===== src/rtl/elite_select.sv =====
// elite_select: captures a sorted fitness set on the sorter's sortdone strobe
// and streams the top K entries, best first, over a valid/ready interface.
// A sortdone that arrives mid-stream (other than on the final handshake) is
// dropped and reported on overrun.
module elite_select #(
  parameter int INPUTVALS      = 16,
  parameter int INPUTBITWIDTHS = 32,
  parameter int BEST_HIGH      = 1,
  localparam int P             = $clog2(INPUTVALS) + 1
) (
  input  logic                                clk,
  input  logic                                reset,
  input  logic                                sortdone,
  input  logic [INPUTVALS*INPUTBITWIDTHS-1:0] sorted,
  input  logic [INPUTVALS*P-1:0]              sorted_positions,
  input  logic [P-1:0]                        elite_count,
  output logic                                out_valid,
  input  logic                                out_ready,
  output logic [INPUTBITWIDTHS-1:0]           out_value,
  output logic [P-1:0]                        out_index,
  output logic [P-1:0]                        out_rank,
  output logic                                out_last,
  output logic                                busy,
  output logic                                done,
  output logic                                overrun
);

  localparam int unsigned N  = INPUTVALS;
  localparam int unsigned W  = INPUTBITWIDTHS;
  localparam int unsigned SW = $clog2(INPUTVALS);

  typedef enum logic [1:0] {
    IDLE   = 2'b00,
    STREAM = 2'b01
  } state_t;

  state_t state_q, state_n;

  logic [W-1:0] val_q [N];
  logic [P-1:0] pos_q [N];
  logic [P-1:0] rank_q;
  logic [P-1:0] k_q;
  logic         done_q;
  logic         overrun_q;

  logic         stream;
  logic         hs;
  logic         last_hs;
  logic         accept;
  logic         overrun_n;
  logic         rank_is_last;
  logic [P-1:0] k_in;
  logic [SW-1:0] slot;

  // K clamp: zero or anything above N means the whole set
  always_comb begin
    k_in = elite_count;
    if (elite_count == '0 || elite_count > P'(N)) begin
      k_in = P'(N);
    end
  end

  // Map rank to a slot of the captured arrays according to the best end
  always_comb begin
    slot = rank_q[SW-1:0];
    if (BEST_HIGH != 0) begin
      slot = SW'(N - 1) - rank_q[SW-1:0];
    end
  end

  assign rank_is_last = (rank_q == k_q - P'(1));

  // State register
  always_ff @(posedge clk) begin
    if (reset) begin
      state_q <= IDLE;
    end else begin
      state_q <= state_n;
    end
  end

  // Next state, handshake detection and capture acceptance
  always_comb begin
    state_n   = state_q;
    stream    = 1'b0;
    hs        = 1'b0;
    last_hs   = 1'b0;
    accept    = 1'b0;
    overrun_n = 1'b0;
    case (state_q)
      IDLE: begin
        if (sortdone) begin
          accept  = 1'b1;
          state_n = STREAM;
        end
      end
      STREAM: begin
        stream = 1'b1;
        if (out_ready) begin
          hs = 1'b1;
          if (rank_is_last) begin
            last_hs = 1'b1;
            // a strobe coinciding with the final handshake starts the next stream directly
            accept  = sortdone;
            state_n = sortdone ? STREAM : IDLE;
          end
        end
        if (sortdone && !last_hs) begin
          overrun_n = 1'b1;
        end
      end
      default: begin
        state_n = IDLE;
      end
    endcase
  end

  // Capture registers, rank counter and status pulses
  always_ff @(posedge clk) begin
    if (reset) begin
      for (int unsigned i = 0; i < N; i++) begin
        val_q[i] <= '0;
        pos_q[i] <= '0;
      end
      rank_q    <= '0;
      k_q       <= '0;
      done_q    <= 1'b0;
      overrun_q <= 1'b0;
    end else begin
      done_q    <= last_hs;
      overrun_q <= overrun_n;
      if (accept) begin
        for (int unsigned i = 0; i < N; i++) begin
          val_q[i] <= sorted[i*W +: W];
          pos_q[i] <= sorted_positions[i*P +: P];
        end
        k_q    <= k_in;
        rank_q <= '0;
      end else if (hs) begin
        rank_q <= rank_q + P'(1);
      end
    end
  end

  // Outputs are a mux of registered state, forced to zero outside STREAM
  always_comb begin
    out_valid = stream;
    busy      = stream;
    out_value = stream ? val_q[slot] : '0;
    out_index = stream ? pos_q[slot] : '0;
    out_rank  = stream ? rank_q : '0;
    out_last  = stream && rank_is_last;
    done      = done_q;
    overrun   = overrun_q;
  end

endmodule


===== config.mk =====
export PLATFORM = sky130hd
export DESIGN_NAME = elite_select
export DESIGN_NICKNAME = d
export VERILOG_FILES = /design/src/rtl/elite_select.sv
export SDC_FILE = /design/constraint.sdc
export NUM_CORES = 1
export LEC_CHECK = 0
export CAP_MARGIN = 25
export CORE_AREA = 2 2 253 255
export CTS_BUF_LIST = sky130_fd_sc_hd__clkbuf_2 sky130_fd_sc_hd__clkbuf_4 sky130_fd_sc_hd__clkbuf_8
export CTS_CLUSTER_SIZE = 30
export DETAILED_ROUTE_END_ITERATION = 6
export DIE_AREA = 0 0 255 257
export GPL_TIMING_DRIVEN = 0
export PLACE_DENSITY = 0.79
export SLEW_MARGIN = 20
export SYNTH_ARGS = -nofsm -noshare
export SYNTH_HDL_FRONTEND = slang
export SYNTH_SLANG_ARGS = --single-unit
export TNS_END_PERCENT = 30

===== constraint.sdc =====
create_clock -name clk -period 18.45 [get_ports clk]
set_input_delay 3.69 -clock clk [delete_from_list [all_inputs] [get_ports clk]]
set_output_delay 3.69 -clock clk [all_outputs]
set_load 0.02 [all_outputs]

Word-level counts from Yosys, hierarchy flattened
Memories as Yosys holds them, arrays and structs flattened. Cells that the tools add are included.

Reduce and logical (&&, ||, !) cells: 9. Order comparisons: 1. Eq/ne operators: 5. $add $sub $neg: 3. Bitwise logic cells: 33. Mux-type cells: 57.

Operator list (count): 2-to-1 mux 32 bit (17); 2-to-1 mux 5 bit (19); OR 1 bit (32); 2-to-1 mux 1 bit (16); 2-to-1 mux 2 bit (3); != test 2 bit (second input constant) (3); adder 5 x 1 -> 5 bit (second input constant) (1); == test 5 bit (1); greater-than comparator 5 bit (second input constant) (1); logical NOT 5 bit (1); subtractor 5 x 1 -> 5 bit (second input constant) (1); case mux 2 bit (2 select lines) (1); OR reduction 2 bit (2); subtractor 4 bit (first input constant) (1); AND reduction 3 bit (1); == test 2 x 1 -> 1 bit (second input constant) (1); logical AND 1 bit (2); logical NOT 2 bit (1); case mux 1 bit (2 select lines) (1); logical NOT 1 bit (1); logical OR 1 bit (1); NOT 1 bit (1).

Bits in writable memories: 592. Flip-flop bits (word level): 14. Memories: 2. Output and inout bits: 47. Logic and storage cells: 115.

Memories: val_q (depth 16, bits a word 32, read ports 1, clocked after Yosys merged registers in 0, write ports 16, RTL line 39) `logic [W-1:0] val_q [N];`; pos_q (depth 16, bits a word 5, read ports 1, clocked after Yosys merged registers in 0, write ports 16, RTL line 40) `logic [P-1:0] pos_q [N];`.

Depth between registers and ports, before layout
Depth in word-level cells: 9. Mapped depth: 10. Mapped depth without buffers: 7.

Worst setup path before layout
OpenSTA, ideal clock, no wires.

Path kind: input to register. Start: in out_ready. End: mem pos_q[0][0] (netlist bit), enable pin. Required time: 17.384 ns. Arrival time: 18.145 ns. Setup time: 1.066 ns. Slack: -0.761 ns. Cell stages on the path: 3. Cells stage by stage: nand2_1 > o21ai_2 > nand2b_1.

RTL lines: start, declared (RTL line 18) `input logic out_ready,`; end, declared (RTL line 40).

Worst setup path after layout
Start: reg rank_q[1]. End: out out_value[5].

Longest elaborated chain between the ends: 3.

RTL lines: start, declared (RTL line 41) `logic [P-1:0] rank_q;`; start signal, assigned (RTL line 140) `rank_q <= rank_q + P'(1);`; subtractor 4 bit (RTL line 67) `slot = SW'(N - 1) - rank_q[SW-1:0];`; memory read (16 x 32 bit); 2-to-1 mux 32 bit (RTL line 149) `out_value = stream ? val_q[slot] : '0;`; end, declared (RTL line 19) `output logic [INPUTBITWIDTHS-1:0] out_value,`.

Every way passes these cells.

==> impl_metrics.yaml <==
yosys:
  yosys_register_bits: 605
  syn-mean-instance-area_um2: 16.3
  synthArstFlopShare_pct: 0
  synth_cell_types: 39
  syn_inst: 1692
  synth-seq-area-share_pct: 65.5
  synth_fp_nets: 2296
  yosysWarnings: 0
  synthesis.area_um2: 27500
  synth_ff_type: "edfxtp_1"
  synth_edf_count: 592
timing:
  report.final.hold_viol_count: 0
  finalSetupViolCount: 0
  whs_ns: 0.534
  tightest_slew_ns: 1.05
  final.setup.tns_ns: 0
  min_period_over_period_pct: 44.2
  setup_slack_ns: 10.30
  fmax_ghz: 0.123
  fin_skew_ns: 0.0435
  finalMaxSlewViolations: 0
  relSlewSlack_pct: 29.9
  rsz0062_at_grt: "false"
  period_minus_slack_ns: 8.15
job:
  max_cap_viol_count: 0
drt:
  vias: 18100
  vias_per_cell: 5.33
  post_drt_wl_per_cell_um: 26.5
  antenna_left: 0
  drt-pass1-iter-count: 5
  drt_iter0_markers: 1652
  drc: 0
  drt_wl_total_mm: 90.0
critical_path:
  critical_path.cell_chain: "buf_4, buf_2, clkbuf_1, mux4_2, mux2i_1, a211oi_1, clkdlybuf4s50_1"
  crit_path_max_fanout: 10
  crit_required_ns: 14.76
  crit_path_end_kind: "primary output"
  cp_num_buf_inv: 4
  crit_family: "buffers and inverters"
  start_kind: "flop"
  crit_slowest_cell: "clkbuf_1"
  worstPathArrival_ns: 4.46
  critPathKind: "flop to primary output"
  slowest_delay_ns: 0.83
cts:
  cts_made_buffers: 99
  hold_buffers: 0
  h-tree-depth: 3
  clock_sinks: 605
  cts_root_buf: "clkbuf_8"
  cts_resized: 0
  clockBufferDepth: 3
  cts_tree: "yes"
  clock_insertion_delay_worst_skew_ns: 0.69
  clkTransAtPathRegs_ns: 0.06
  post_cts_buffers: 0
layout:
  final_layout_size_suffix_gt1_share_pct: 14.9
  area_growth_pct: 35.6
  nets: 3054
  n_fill_cell: 4696
floorplan:
  placementRows: 92
  io_pins: 648
  dieArea_um2: 65500
  start_util_pct: 43.9
  die_h_um: 257
  die_w_um: 255
  core_um2: 62700
placed_design:
  place_worst_setup_slack_ns: 10.96
  place.port_buffers: 647
  gp_routability_congestion: 0.906
  place_hpwl_mm: 69.1
grt:
  grt_max_degree: 66
  antenna_found_initial: 34
  track_usage_pct: 27.3
  grt.overflow.total: 0
  grt_pass1_wl_mm: 126
  grt_pass1_vias: 19300
power:
  powerDensity_nw_per_um2: 84.8
  total_leakage_power_nw: 13.4
  vdd_drop_max_v: 0.0000489
min_path:
  hold_class: "flop to flop"
run_status:
  outcome: "complete, no violations"
## routing by layer
metal	GRT usage (%)	vias up	part of all wire, %
met2	45.5	977	49
met4	13.6	20	4.8
met1	32.5	9045	37
met3	7.20	214	9.1
met5	0	-	0.15
li1	-	7891	-
## registers in the layout (all words and copies together) (netlist names)
register,flops
rank_q,5
pos_q,80
state_q,1
val_q,512
k_q,5
done,1
overrun,1
## power by group
| part | internal, mW | total, mW | switching [mW] |
|---|---|---|---|
| logic | 0.212 | 0.367 | 0.156 |
| clock network | 0.619 | 1.16 | 0.539 |
| registers | 1.61 | 1.64 | 0.0269 |
## cells by family after synthesis
logic type                 count (synthesis)  synth area share [%]
and+or+nand+nor                          664                  15.1
DFF                                      605                  65.5
muxes                                    186                  13.5
buffers and inverters                    135                  3.02
AOI/OAI and AO/OA                         89                  2.41
xor gates and xnor gates                  10                 0.318
adders and majority gates                  3                 0.136
## area by class of cell
class / instances / area, µm² / share of cell area (%)
diodes: 30 / 75.1 / 0.201
plain buffers: 128 / 806 / 2.16
clock buffers: 134 / 1640 / 4.40
clock inverters: 43 / 280 / 0.751
inverters: 7 / 26.3 / 0.0704
multi-input cells: 952 / 8660 / 23.2
flip-flops and latches: 605 / 18000 / 48.3
well taps: 846 / 1060 / 2.84
repair buffers: 657 / 6740 / 18.1
## per-stage QoR
step | cell area, µm² | util [%] | total power [mW] | cells
floorplan | 27500 | - | 1.84 | 1692
global placement | 35100 | 55.9 | 2.05 | 3185
finish | 37300 | 59.5 | 3.17 | 3402
global route | 37300 | 59.5 | 3.27 | 3394
CTS | 37300 | 59.4 | 3.18 | 3372
detailed placement | 35300 | 56.3 | 2.04 | 3195
## cells in the final DEF (no fill, tap or decap), drive strengths merged, types with 4 or more instances in the layout
master,Yosys,routed
mux2i,38,38
and2,375,375
mux4,148,148
xor2,6,6
clkdlybuf4s50,0,647
o211ai,4,4
dfxtp,13,13
buf,66,76
edfxtp,592,592
xnor2,4,4
nor2b,259,259
diode,0,30
clkinv,0,38
inv,7,9
a211oi,75,75
clkbuf,62,196
nor3,7,7
## cells in the mapped netlist, types with 7 or more instances
| cell type | instances | area [µm²] |
|---|---|---|
| dfxtp_1 | 13 | 260 |
| buf_4 | 12 | 90.1 |
| and2_1 | 375 | 2350 |
| mux4_2 | 148 | 3330 |
| buf_6 | 33 | 372 |
| edfxtp_1 | 592 | 17800 |
| inv_1 | 7 | 26.3 |
| mux2i_1 | 38 | 380 |
| buf_2 | 17 | 85.1 |
| nor3_1 | 7 | 35.0 |
| a211oi_1 | 75 | 563 |
| nor2b_1 | 259 | 1620 |
| clkbuf_1 | 62 | 233 |
## path summary, 6_finish.rpt
kind	startpoint	end	slack (ns)	depth (start not counted)
setup reg to reg	k_q[0]	val_q[2][13]	14.14	11
setup / recovery	rank_q[1]	out_value[5]	10.30	7
hold reg to reg	k_q[4]	k_q[4]	0.53	1
hold / removal	k_q[4]	k_q[4]	0.53	1
No activity file was read; power rests on OpenSTA's default activity.
